`config.mk`:
```
export PLATFORM = sky130hd
export DESIGN_NAME = thermo_tick_prescaler
export DESIGN_NICKNAME = d
export VERILOG_FILES = /design/src/rtl/thermo_tick_prescaler.sv
export SDC_FILE = /design/constraint.sdc
export NUM_CORES = 1
export LEC_CHECK = 0
export ABC_AREA = 1
export CAP_MARGIN = 25
export CORE_AREA = 2 2 39 41
export DETAILED_ROUTE_END_ITERATION = 8
export DIE_AREA = 0 0 41 43
export MAX_ROUTING_LAYER = met4
export SLEW_MARGIN = 0
export SYNTH_ARGS = -nofsm -noshare
export SYNTH_HDL_FRONTEND = slang
export SYNTH_SLANG_ARGS = --single-unit
export TNS_END_PERCENT = 20
```
`constraint.sdc`:
```
create_clock -name clk -period 1.1 [get_ports clk]
set_input_delay 0.22 -clock clk [delete_from_list [all_inputs] [get_ports clk]]
set_output_delay 0.22 -clock clk [all_outputs]
set_load 0.02 [all_outputs]
```
`src/rtl/thermo_tick_prescaler.sv`:
```
// Free-running 0..TICK_DIV-1 counter with a one-cycle tick strobe.
// clr_i restarts the period so the next tick is a full TICK_DIV away.
module thermo_tick_prescaler #(
  parameter int TICK_DIV = 16
) (
  input  logic clk,
  input  logic reset,
  input  logic clr_i,
  output logic tick_o
);

  localparam int CW = $clog2(TICK_DIV);
  localparam logic [CW-1:0] LAST = CW'(TICK_DIV - 1);

  logic [CW-1:0] cnt_q, cnt_d;

  assign tick_o = (cnt_q == LAST);

  always_comb begin
    cnt_d = cnt_q + CW'(1);
    if (clr_i || tick_o)
      cnt_d = '0;
  end

  always_ff @(posedge clk or posedge reset) begin
    if (reset)
      cnt_q <= '0;
    else
      cnt_q <= cnt_d;
  end

endmodule

```
### Word-level counts from Yosys, hierarchy flattened

Cells that the tools add are included.

* word-level logic and storage cells: 5
* bits in registers: 4
* output and inout bits: 1
* input bits: 3

* eq/ne operators: 1
* add/subtract/negate cells: 1
* muxes and demuxes: 1
* reductions and logical operators: 1

Operators by type and width (number)
* 4-bit by 1-bit adder with 4-bit output (second input constant): 1
* 4-bit equality test (second input constant): 1
* 4-bit 2-to-1 mux: 1
* 1-bit logical OR: 1

### Logic depth before layout (Yosys ltp)

Gate-level depths: netlist of the first run.

* word-level depth: 3
* mapped depth: 4

### Worst setup path after synthesis of the first run

No wires, ideal clock.

* kind: flip-flop to output port
* start point: reg cnt_q[0]
* end point: out tick_o
* arrival time: 0.915 ns
* stages on the path, launching flop included: 4
* required time: 0.880 ns
* path slack: -0.035 ns
* cell sequence: dfrtp_1 > ha_1 > nand2_2 > nor2_1

* longest elaborated chain between the ends: 1

Ends and longest elaborated chain
* start: declaration: line 15 `logic [CW-1:0] cnt_q, cnt_d;`
* start signal: assignment: line 29 `cnt_q <= cnt_d;`
* 4-bit equality test: line 17 `assign tick_o = (cnt_q == LAST);`
* end: declaration: line 9 `output logic tick_o`

No other way between the ends.

### Worst setup path in the final report of the first run

* start point: reg cnt_q[1]
* end point: out tick_o

The elaborated chain is that of the path after synthesis.

==> results of run 1 <==
## stage by stage
step	instance area (um2)	std cells	TNS, ns	hold WS, ns	util, %
detailed placement	279	43	-0.448	0.431	20.2
floorplan	199	20	0	-0.0139	-
global placement	279	43	-0.403	0.417	20.2
finish	340	48	-0.163	0.171	24.6
global route	340	48	-0.204	0.194	24.6
CTS	333	47	-0.187	0.177	24.1
## critical path: cells and delay by family, from the launching register on
kind | cells | cell delay, ns
flip-flops | 1 | 0.40
adder cells (fa/ha/maj) | 1 | 0.18
AND/OR/NAND/NOR | 2 | 0.10
buffers and inverters | 1 | 0.12
## layout make-up
cell class	count	area, um2
Fill cell	155	1040
Multi-Input combinational cell	13	110
Sequential cell	4	100
Timing Repair Buffer	9	76.3
Clock buffer	3	22.5
Tap cell	16	20.0
Inverter	3	11.3
## timing repair
item                       CTS  global route
buffers inserted             1             1
setup endpoints to repair    1             1
hold buffers                 0             0
pin swaps                    2             0
resized for setup           10             0
## cells by family after synthesis
| logic type | after synthesis | synth area share, % |
|---|---|---|
| compound gates | 1 | 9.56 |
| flops | 4 | 51.0 |
| buf+inv | 3 | 5.73 |
| simple gates | 11 | 27.4 |
| fa+ha+maj | 1 | 6.37 |
## per-layer routing
metal,track usage [%],part of all wire (%)
met1,4.21,38
met5,-,0
met3,1.57,3.1
met2,8.44,54
met4,10.0,5.4
## final timing paths
| check | end | cells past startpoint |
|---|---|---|
| max in group asynchronous | cnt_q[0] | 2 |
| min reg2reg | cnt_q[3] | 3 |
| max reg2reg | cnt_q[0] | 5 |
| min | cnt_q[3] | 2 |
| min in group clk | cnt_q[2] | 2 |
| max | tick_o | 4 |
## synth_stat cells
cell type,count,area share (%)
nand2_2,1,3.2
nor3b_1,1,3.8
dfrtp_1,4,51
inv_1,2,3.8
inv_2,1,1.9
ha_1,1,6.4
nand2_1,2,3.8
nor2_2,1,3.2
o21bai_4,1,9.6
nand4_1,1,3.2
nor2_1,4,7.6
nand3_1,1,2.5
## where the power goes
part | internal [W] | switching, W | leakage [nW]
combinational | 0.0000356 | 0.0000217 | 0.0981
sequential | 0.000157 | 0.00000879 | 0.0533
clock | 0.000122 | 0.0000620 | 0.0138
total | 0.000315 | 0.0000925 | 0.165
==> impl_metrics.json, run 1 <==
{
  "die_w_um": 41,
  "grt_pass1_vias": 176,
  "grt_overflow": 0,
  "rows": 14,
  "cts_root_buf": "clkbuf_4",
  "violations": "setup timing",
  "worst_pin_slew_ns": 0.168,
  "dieArea_mm2": 0.00176,
  "reg_top3": "cnt_q x4",
  "netlist_instances": 20,
  "via_per_inst": 3.67,
  "antenna_left": 0,
  "clk_pin_slew_ns": 0.04,
  "die_y_um": 43,
  "slew_violations": 0,
  "nets": 38,
  "place_congestion": 0.693,
  "rsz0062_at_grt": "true",
  "antenna_cells": 0,
  "cts_sinks": 4,
  "cp-end-kind": "primary output",
  "dp_slack_ns": -0.448,
  "drv_cap": 0,
  "cp-start-kind": "register",
  "max_slew_margin_pct": 88.8,
  "hold_viol": 0,
  "regMostFlops": "cnt_q",
  "wl_um": 388,
  "firstDrtPassIters": 2,
  "grt_max_degree": 5,
  "cp.required_ns": 0.88,
  "synth_warnings": 0,
  "layout_common_cells": "buf_4 (6), dfrtp_1 (4), nor2_1 (3), clkbuf_4 (3)",
  "r2r-start": "cnt_q[1]",
  "route.detailed.wl_per_inst_um": 8.08,
  "largest_register_ffs": 4,
  "power.density_mw_per_mm2": 1200,
  "cts-htree-levels": 1,
  "synth_area_um2": 196,
  "max_freq_mhz": 792,
  "syn_nets": 24,
  "insertion_delay_ns": 0.24,
  "cts_tree": "yes",
  "grt_pass1_wl_um": 586,
  "drive_gt1_share_pct": 50.0,
  "rrSetupSlack_ns": 0.04,
  "p_leak_nw": 0.165,
  "dp_hpwl_um": 311,
  "synth.distinct_cells": 12,
  "slowest_stage": "dfrtp_1",
  "cp.arrival_ns": 1.04,
  "worst_slack_ns": -0.163,
  "ys_seq_elements": 4,
  "peakVddDrop_uv": 402,
  "skew_ns": 0.00372,
  "port_buffers": 3,
  "dr_total_vias": 176,
  "final.min_clock_period_ns": 1.26,
  "syn_avg_cell_area_um2": 9.82,
  "antenna_found_initial": 0,
  "p_total_w": 0.000407,
  "cts-buffers-inserted": 3,
  "yosysSeqAreaShare_pct": 51.0,
  "start_util_pct": 14.2,
  "setup-violations-final": 1,
  "path_cells": "ha_4 -> nand2_4 -> nor2_4 -> buf_6",
  "ios": 4,
  "critPathLaunch": "cnt_q[1]",
  "grt_usage_pct": 5.98,
  "core_area_mm2": 0.00138,
  "hold_class": "primary input to asynchronous set/reset pin",
  "worst-path-max-fanout": 3,
  "critPathKind": "register to primary output",
  "syn_to_final_growth_pct": 73.2,
  "status": "finished, violations left",
  "drcViolationCount": 0,
  "drt_iter0_drc": 1,
  "layout_commonest_cell": "buf_4",
  "cp_slowest_stage_delay_ns": 0.40,
  "clock_path_buffers": 2,
  "fin_crit_sh_pct": 115
}
No activity file was read; power rests on OpenSTA's default activity.
==> run 2, diff against run 1 <==
--- a/config.mk
+++ b/config.mk
@@ -5,7 +5,7 @@
 export SDC_FILE = /design/constraint.sdc
 export NUM_CORES = 1
 export LEC_CHECK = 0
-export ABC_AREA = 1
+export ABC_AREA = 0
 export CAP_MARGIN = 25
 export CORE_AREA = 2 2 39 41
 export DETAILED_ROUTE_END_ITERATION = 8
==> impl_metrics.json, run 2 <==
{
  "die_y_um": 43,
  "synth_top_area_cell": "dfrtp_1",
  "power.share.clock_pct": 44.3,
  "route.detailed.wl_per_inst_um": 8.77,
  "dr_total_vias": 154,
  "cp.arrival_ns": 1.06,
  "power.density_mw_per_mm2": 1240,
  "violations": "setup timing",
  "dieArea_mm2": 0.00176,
  "grt_usage_pct": 6.71,
  "critPathBufInv": 1,
  "drv_cap": 0,
  "synth_warnings": 0,
  "synth_top_area_share_pct": 57.1,
  "worst_slack_ns": -0.184,
  "r2r-start": "cnt_q[0]",
  "antenna_found_initial": 0,
  "max_freq_mhz": 779,
  "status": "finished, violations left",
  "synth_top_family_by_area": "simple AND/OR/NAND/NOR gates",
  "insertion_delay_ns": 0.23,
  "port_buffers": 3,
  "layout_common_cells": "buf_4 (7), dfrtp_1 (4), clkbuf_4 (3), clkdlybuf4s50_1 (2)",
  "critPathLaunch": "cnt_q[0]",
  "cp-end-kind": "primary output",
  "firstDrtPassIters": 2,
  "synth.distinct_cells": 11,
  "setup-violations-final": 2,
  "dp_slack_ns": -0.406,
  "slowest_stage": "dfrtp_1",
  "grt_pass1_wl_um": 717,
  "utilization_pct": 23.1,
  "cts_tree": "yes",
  "reg_top3": "cnt_q x4",
  "die_w_um": 41,
  "core_area_mm2": 0.00138,
  "synth_compound_area_share_pct": 12.9,
  "synth.most_common_cell": "dfrtp_1",
  "grt_overflow": 0,
  "yosys-mux-area-fraction_pct": 0,
  "grt_pass1_vias": 194,
  "cts_sinks": 4,
  "drcViolationCount": 0,
  "p_leak_nw": 0.155,
  "largest_register_ffs": 4,
  "netlist_instances": 14,
  "wl_um": 377,
  "syn_to_final_growth_pct": 82.9,
  "slew_violations": 0,
  "ios": 4,
  "rows": 14,
  "ys.flop_type": "dfrtp_1",
  "cts_root_buf": "clkbuf_4",
  "final.min_clock_period_ns": 1.28,
  "hold_class": "primary input to asynchronous set/reset pin",
  "cts-buffers-inserted": 3,
  "fin_crit_sh_pct": 117,
  "grt_max_degree": 5,
  "clock_path_buffers": 2,
  "critPathKind": "register to primary output",
  "layout_commonest_cell": "buf_4",
  "power_frac_comb_pct": 14.9,
  "syn_avg_cell_area_um2": 12.5,
  "clk_pin_slew_ns": 0.04,
  "synthXorXnorAreaFrac_pct": 5.00,
  "worst-path-max-fanout": 2,
  "drive_gt1_share_pct": 59.3,
  "synth-adder-area-share_pct": 7.14,
  "cp_slowest_stage_delay_ns": 0.37,
  "cts-htree-levels": 1,
  "cp-start-kind": "register",
  "rsz0062_at_grt": "true",
  "sw_frac_of_total_pct": 20.6,
  "yosysSeqAreaShare_pct": 57.1,
  "nets": 33,
  "peakVddDrop_uv": 316,
  "p_sw_w": 0.0000819,
  "worst_pin_slew_ns": 0.217,
  "synthArstFlopShare_pct": 100,
  "synth_area_um2": 175,
  "synth_edf_count": 0,
  "via_per_inst": 3.58,
  "syn_nets": 18,
  "place_congestion": 0.710,
  "pwr-share-seq_pct": 40.8,
  "synth-simple-area-share_pct": 15.7,
  "path_cells": "ha_2 -> and3_4 -> buf_6",
  "skew_ns": 0.000270,
  "antenna_left": 0,
  "antenna_cells": 0,
  "drt_iter0_drc": 2,
  "hold_viol": 0,
  "regMostFlops": "cnt_q",
  "cp.required_ns": 0.88,
  "max_slew_margin_pct": 85.5,
  "start_util_pct": 12.7,
  "ys_seq_elements": 4,
  "path_delay_family": "flip-flops",
  "synth.area.top_cells": "dfrtp_1 (57%), ha_1 (7.1%), and3_4 (6.4%), a311oi_1 (5.0%), xnor2_1 (5.0%)",
  "p_int_w": 0.000315
}
## run 2: power groups by stage
stage / sequential (W) / combinational (W) / clock, W
after floorplan: 0.000166 / 0.0000186 / 0
after detailed placement: 0.000164 / 0.0000504 / 0
final: 0.000162 / 0.0000592 / 0.000176
after CTS: 0.000162 / 0.0000560 / 0.000184
after global routing: 0.000163 / 0.0000651 / 0.000204
after global placement: 0.000163 / 0.0000490 / 0
## run 2: final timing paths
check	end	slack [ns]	cells past startpoint
max	tick_o	-0.18	3
min	cnt_q[3]	0.18	2
max reg2reg	cnt_q[3]	-0.05	4
min reg2reg	cnt_q[3]	0.59	2
max in group asynchronous	cnt_q[1]	0.77	2
min in group clk	cnt_q[3]	0.59	2
## run 2: metal layers
layer,track usage (%),vias to the layer above,routed length [um]
met5,-,-,0
met4,6.00,0,0
met3,3.14,0,28
met2,10.0,4,212
met1,5.86,71,136
li1,-,79,-
## run 2: kinds of logic (layout without fill, tap and decap cells)
family,count (synthesis),after routing
xor gates and xnor gates,1,1
and+or+nand+nor,4,4
adders and majority gates,1,1
buffers and inverters,1,14
AOI/OAI and AO/OA,3,3
DFF,4,4
## run 2: area by class of cell
| class | instances | area (um2) |
|---|---|---|
| multi-input combinational | 9 | 90.1 |
| timing repair buffer | 10 | 83.8 |
| clock buffer | 3 | 22.5 |
| fill | 159 | 1060 |
| tap | 16 | 20.0 |
| sequential | 4 | 100 |
| inverter | 1 | 3.75 |
## run 2: per-stage QoR
stage	total power [W]	hold WS (ns)	instance area [um2]	instances	setup TNS, ns
floorplan	0.000184	-0.0139	175	14	0
global placement	0.000212	0.421	270	39	-0.498
detailed placement	0.000214	0.425	270	39	-0.598
CTS	0.000402	0.186	309	43	-0.263
global route	0.000432	0.191	320	43	-0.361
finish	0.000397	0.183	320	43	-0.233
## run 2: timing repair
action	in CTS	in global routing
buffers inserted	1	0
setup endpoints to repair	4	4
hold buffers	0	0
gates resized for setup	8	2
pin swaps	3	1
==> run 3, diff against run 2 <==
--- a/config.mk
+++ b/config.mk
@@ -8,6 +8,7 @@
 export ABC_AREA = 0
 export CAP_MARGIN = 25
 export CORE_AREA = 2 2 39 41
+export CTS_CLUSTER_SIZE = 10
 export DETAILED_ROUTE_END_ITERATION = 8
 export DIE_AREA = 0 0 41 43
 export MAX_ROUTING_LAYER = met4
==> results of run 3 <==
Same layout as run 2: the final DEF is identical, and so are final timing and power.
==> variant 1: new RTL, config.mk and constraints of run 3 <==
Set the parameter `TICK_DIV` to 32 (it was 16).
--- a/src/rtl/thermo_tick_prescaler.sv
+++ b/src/rtl/thermo_tick_prescaler.sv
@@ -2,5 +2,5 @@
 // clr_i restarts the period so the next tick is a full TICK_DIV away.
 module thermo_tick_prescaler #(
-  parameter int TICK_DIV = 16
+  parameter int TICK_DIV = 32
 ) (
   input  logic clk,
Function: no difference found for any inputs over 10 cycles, from zero or initial values and one cycle with reset high; that may be too few to reach the edited logic, so the function may still have changed.
==> variant 1 against run 3 <==
- the flow still finishes with violations (negative setup slack)
- maximum frequency decreased by 12%
- worst setup slack lost 0.18 ns
- area after synthesis grew 33%
- wire length rose by 48%
- sequential cell count increased by 1
- cell area rose by 38%
- power rose by 24%
- cell count up 21%
- critical path type unchanged
- critical endpoint unchanged
- highest routed layer unchanged
==> variant 1: results (changes against run 3) <==
seq_area_frac_synth_pct: 53.8  # was 57.1%
routed_wl_um: 558  # was 377 um
synth.top_cells.by_area: "dfrtp_1 54%, ha_1 11%, nor3b_1 9.7%, nor3_1 6.5%, mux2_4 6.5%"  # was dfrtp_1 57%, ha_1 7.1%, and3_4 6.4%, a311oi_1 5.0%, xnor2_1 5.0%
tightestPinTransition_ns: 0.199  # was 0.217 ns
power.leakage_uw: 0.000212  # was 0.000155 uW
cp.arrival_ns: 1.24  # was 1.06 ns
worst_r2r_path_depth: 6  # was 4
synth_compound_area_share_pct: 0  # was 12.9%
status: "finished with violations"  # unchanged
reg2reg_slack_ns: -0.33  # was -0.05 ns
grt_pass1_wl_um: 979  # was 717 um
vdd_drop_max_mv: 0.347  # was 0.316 mV
setup_violations: 6  # was 2
grt_pass1_vias: 229  # was 194
synthAdderAreaFrac_pct: 10.8  # was 7.14%
fin_nets: 42  # was 33
firstDrtPassIters: 4  # was 2
setup_slack_ns: -0.360  # was -0.184 ns
grt_max_degree: 7  # was 5
largestRegisters: "cnt_q: 5 flops"  # was cnt_q: 4 flops
avgViaCountPerCell: 4.17  # was 3.58
synthXorXnorAreaFrac_pct: 3.76  # was 5.00%
failed_checks: "negative setup slack"  # unchanged
clock_latency_ns: 0.25  # was 0.23 ns
place_congestion: 0.633  # was 0.710
grt_usage_pct: 9.34  # was 6.71%
drive_gt1_share_pct: 75.0  # was 59.3%
ys_types: 9  # was 11
place_area_um2: 364  # was 270 um2
-- variant 1: final cells by class --
class,count,area (um2),share of cell area (%)
Clock buffer,3,22.5,5.08
Clock inverter,1,5.00,1.13
Inverter,1,3.75,0.847
Multi-Input combinational cell,12,153,34.5
Sequential cell,5,125,28.2
Tap cell,16,20.0,4.52
Timing Repair Buffer,14,114,25.7
-- variant 1: what timing repair did --
item / 4_1_cts / 5_1_grt
hold endpoints to repair: 0 / 0
resized for setup: 10 / 0
setup buffers: 2 / 2
pin swaps: 3 / 2
endpoints found under the setup margin: 6 / 6
-- variant 1: logic make-up after synthesis --
| group | Yosys count |
|---|---|
| fa+ha+maj | 2 |
| xor+xnor | 1 |
| simple gates | 8 |
| mux | 1 |
| flops | 5 |
| buf+inv | 1 |
-- variant 1: path summary, 6_finish.rpt --
path / start / endpoint
max in group asynchronous: reset / cnt_q[2]
min in group clk: cnt_q[0] / cnt_q[0]
min: reset / cnt_q[1]
max: cnt_q[0] / tick_o
max reg2reg: cnt_q[1] / cnt_q[3]
min reg2reg: cnt_q[0] / cnt_q[0]
-- variant 1: stage by stage --
step | setup TNS, ns | instances | total power, uW | hold WS (ns) | setup slack, ns
finish | -1.28 | 52 | 491 | 0.175 | -0.360
global route | -1.70 | 52 | 526 | 0.202 | -0.415
detailed placement | -1.56 | 44 | 257 | 0.453 | -0.525
CTS | -1.37 | 50 | 494 | 0.184 | -0.373
floorplan | -0.547 | 18 | 222 | -0.00148 | -0.239
global placement | -1.42 | 44 | 252 | 0.431 | -0.521
-- variant 1: worst max-delay path, cell delays in order, from the launching register on --
cell and delay, ns:
dfrtp_1 0.38, ha_2 0.19, and3_4 0.15, ha_4 0.15, buf_6 0.12
-- variant 1: where the power goes --
part,switching [uW],internal (uW)
Sequential,5.42,193
Clock,82.8,132
Combinational,28.0,49.6
-- variant 1: layer usage --
layer	track usage, %	share of wire, %	up-vias
met5	-	0	-
met4	8.00	0	0
met3	3.14	5.2	0
met2	13.4	61	8
met1	9.57	34	108
li1	-	-	101
==> variant 2: new RTL, settings of run 3 <==
Made on the original files. Put a register stage on the output `tick_o`, with the module's reset. The value now appears one clock later.
--- a/src/rtl/thermo_tick_prescaler.sv
+++ b/src/rtl/thermo_tick_prescaler.sv
@@ -13,11 +13,13 @@
   localparam logic [CW-1:0] LAST = CW'(TICK_DIV - 1);
 
+  logic tick_d;
+
   logic [CW-1:0] cnt_q, cnt_d;
 
-  assign tick_o = (cnt_q == LAST);
+  assign tick_d = (cnt_q == LAST);
 
   always_comb begin
     cnt_d = cnt_q + CW'(1);
-    if (clr_i || tick_o)
+    if (clr_i || tick_d)
       cnt_d = '0;
   end
@@ -30,4 +32,12 @@
   end
 
+  always_ff @(posedge clk or posedge reset) begin
+    if (reset) begin
+      tick_o <= '0;
+    end else begin
+      tick_o <= tick_d;
+    end
+  end
+
 endmodule
 
Formal check against the unedited RTL: same outputs for any inputs over 10 cycles, from zero or initial values and one cycle with reset high; that may be too few to reach the edited logic, so the function may still have changed.
==> variant 2 against run 3 <==
- hold slack got worse by 0.0029 ns
- worst setup slack gained 0.19 ns
- largest cell class unchanged
- cell area is 0.39% higher
- critical path type is now flop to flop
- sequential cell count rose by 1
- global-route usage rose by 0.64 points
- highest routed layer is now met4
- area after synthesis rose by 14%
- largest power group unchanged
- power grew 20%
- wire length rose by 34%
==> variant 2: results (changes against run 3) <==
grt_max_degree: 6  # was 5
grt_usage_pct: 7.36  # was 6.71%
synthAdderAreaFrac_pct: 6.25  # was 7.14%
crit_fanout: 3  # was 2
seq_area_frac_synth_pct: 62.5  # was 57.1%
clockBufferDepth: 2  # unchanged
grt_pass1_wl_um: 745  # was 717 um
portBuffers: 3  # unchanged
cpPeakStageDelay_ns: 0.42  # was 0.37 ns
cts_setup_buffers: 0  # was 1
antenna_found_initial: 0  # unchanged
cts_buffers: 3  # unchanged
syn-num-nets: 19  # was 18
power.leakage_uw: 0.000142  # was 0.000155 uW
place_congestion: 0.675  # was 0.710
cts-root-buf: "clkbuf_4"  # unchanged
place_area_um2: 265  # was 270 um2
grt.overflow.total: 0  # unchanged
cts_max_level: 1  # unchanged
finClkSkew_ns: 0.00604  # was 0.000270 ns
cpLargestDelayFamily: "flip-flops"  # unchanged
cp.arrival_ns: 1.24  # was 1.06 ns
synth_compound_area_share_pct: 11.2  # was 12.9%
dpl.cell_count: 36  # was 39
worst_path_max_delay_cell: "dfrtp_1"  # unchanged
regArea_um2: 125  # was 100 um2
clk_pin_slew_worst_paths_ns: 0.05
ys_types: 11  # unchanged
place_ws_ns: -0.0964  # was -0.406 ns
synth.top_cells.by_area: "dfrtp_1 63%, ha_1 6.3%, and3_4 5.6%, a311oi_1 4.4%, xnor2_1 4.4%"  # was dfrtp_1 57%, ha_1 7.1%, and3_4 6.4%, a311oi_1 5.0%, xnor2_1 5.0%
clock_latency_ns: 0.25  # was 0.23 ns
vdd_drop_max_mv: 0.403  # was 0.316 mV
tightestPinTransition_ns: 0.226  # was 0.217 ns
drive_gt1_share_pct: 45.8  # was 59.3%
syn_avg_cell_area_um2: 13.3  # was 12.5 um2
synthXorXnorAreaFrac_pct: 4.38  # was 5.00%
hp-class: "input port to async pin"  # unchanged
synth_async_sr_flop_share_pct: 100  # unchanged
avgViaCountPerCell: 4.13  # was 3.58
fin_nets: 29  # was 33
ys_warn_count: 0  # unchanged
largestRegisters: "cnt_q: 4 flops, tick_o: 1 flops"  # was cnt_q: 4 flops
grt_pass1_vias: 196  # was 194
routed_wl_um: 504  # was 377 um
firstDrtPassIters: 3  # was 2
antenna_cells: 0  # unchanged
num-fill-cells: 147  # was 159
instances_no_fill: 40  # was 43
synthMuxAreaShare_pct: 0  # unchanged
status: "finished, final reports clean"  # was finished with violations
drt_iter0_markers: 3  # was 2
## variant 2: cell count changes after synthesis
| cell | delta |
|---|---|
| dfrtp_1 | +1 |
## variant 2: worst register-to-register path, delay by kind of cell (launching register included)
family,cells,cell delay (ns)
AO/OA/AOI/OAI,2,0.39
adder cells (fa/ha/maj),1,0.19
flip-flops,1,0.42
## variant 2: repair_timing
action                                  4_1_cts  5_1_grt
cloned                                        0        0
endpoints found under the hold margin         0        0
resized for setup                             5        3
endpoints found under the setup margin        3        3
pin swaps                                     1        0
## variant 2: cell type report
| cell class | count | share of cell area [%] |
|---|---|---|
| flip-flops and latches | 5 | 38.9 |
| multi-input cells | 9 | 31.1 |
| repair buffers | 5 | 14.4 |
| clock buffers | 4 | 8.17 |
| well taps | 16 | 6.23 |
| inverters | 1 | 1.17 |
## variant 2: where the power goes
group	internal [uW]	switching, uW
combinational	29.6	21.3
clock	138	82.0
sequential	194	11.5
total	361	115
## variant 2: logic make-up after synthesis
kind of cell,after synthesis
buffers and inverters,1
DFF,5
and+or+nand+nor,4
AOI/OAI and AO/OA,3
xor gates and xnor gates,1
adders and majority gates,1
## variant 2: final timing paths
| kind | start | to | slack (ns) | cells after the start |
|---|---|---|---|---|
| max in group asynchronous | reset | cnt_q[2] | 0.74 | 2 |
| max reg2reg | cnt_q[1] | cnt_q[3] | 0.009 | 3 |
| min reg2reg | cnt_q[3] | cnt_q[3] | 0.56 | 1 |
| min in group clk | cnt_q[3] | cnt_q[3] | 0.56 | 1 |
| min | reset | cnt_q[3] | 0.18 | 2 |
| max | cnt_q[1] | cnt_q[3] | 0.009 | 3 |
## variant 2: per-layer routing
layer	routed length (um)	track usage, %
met5	0	-
met2	247	10.3
met4	34	8.00
met3	33	4.71
met1	188	5.59
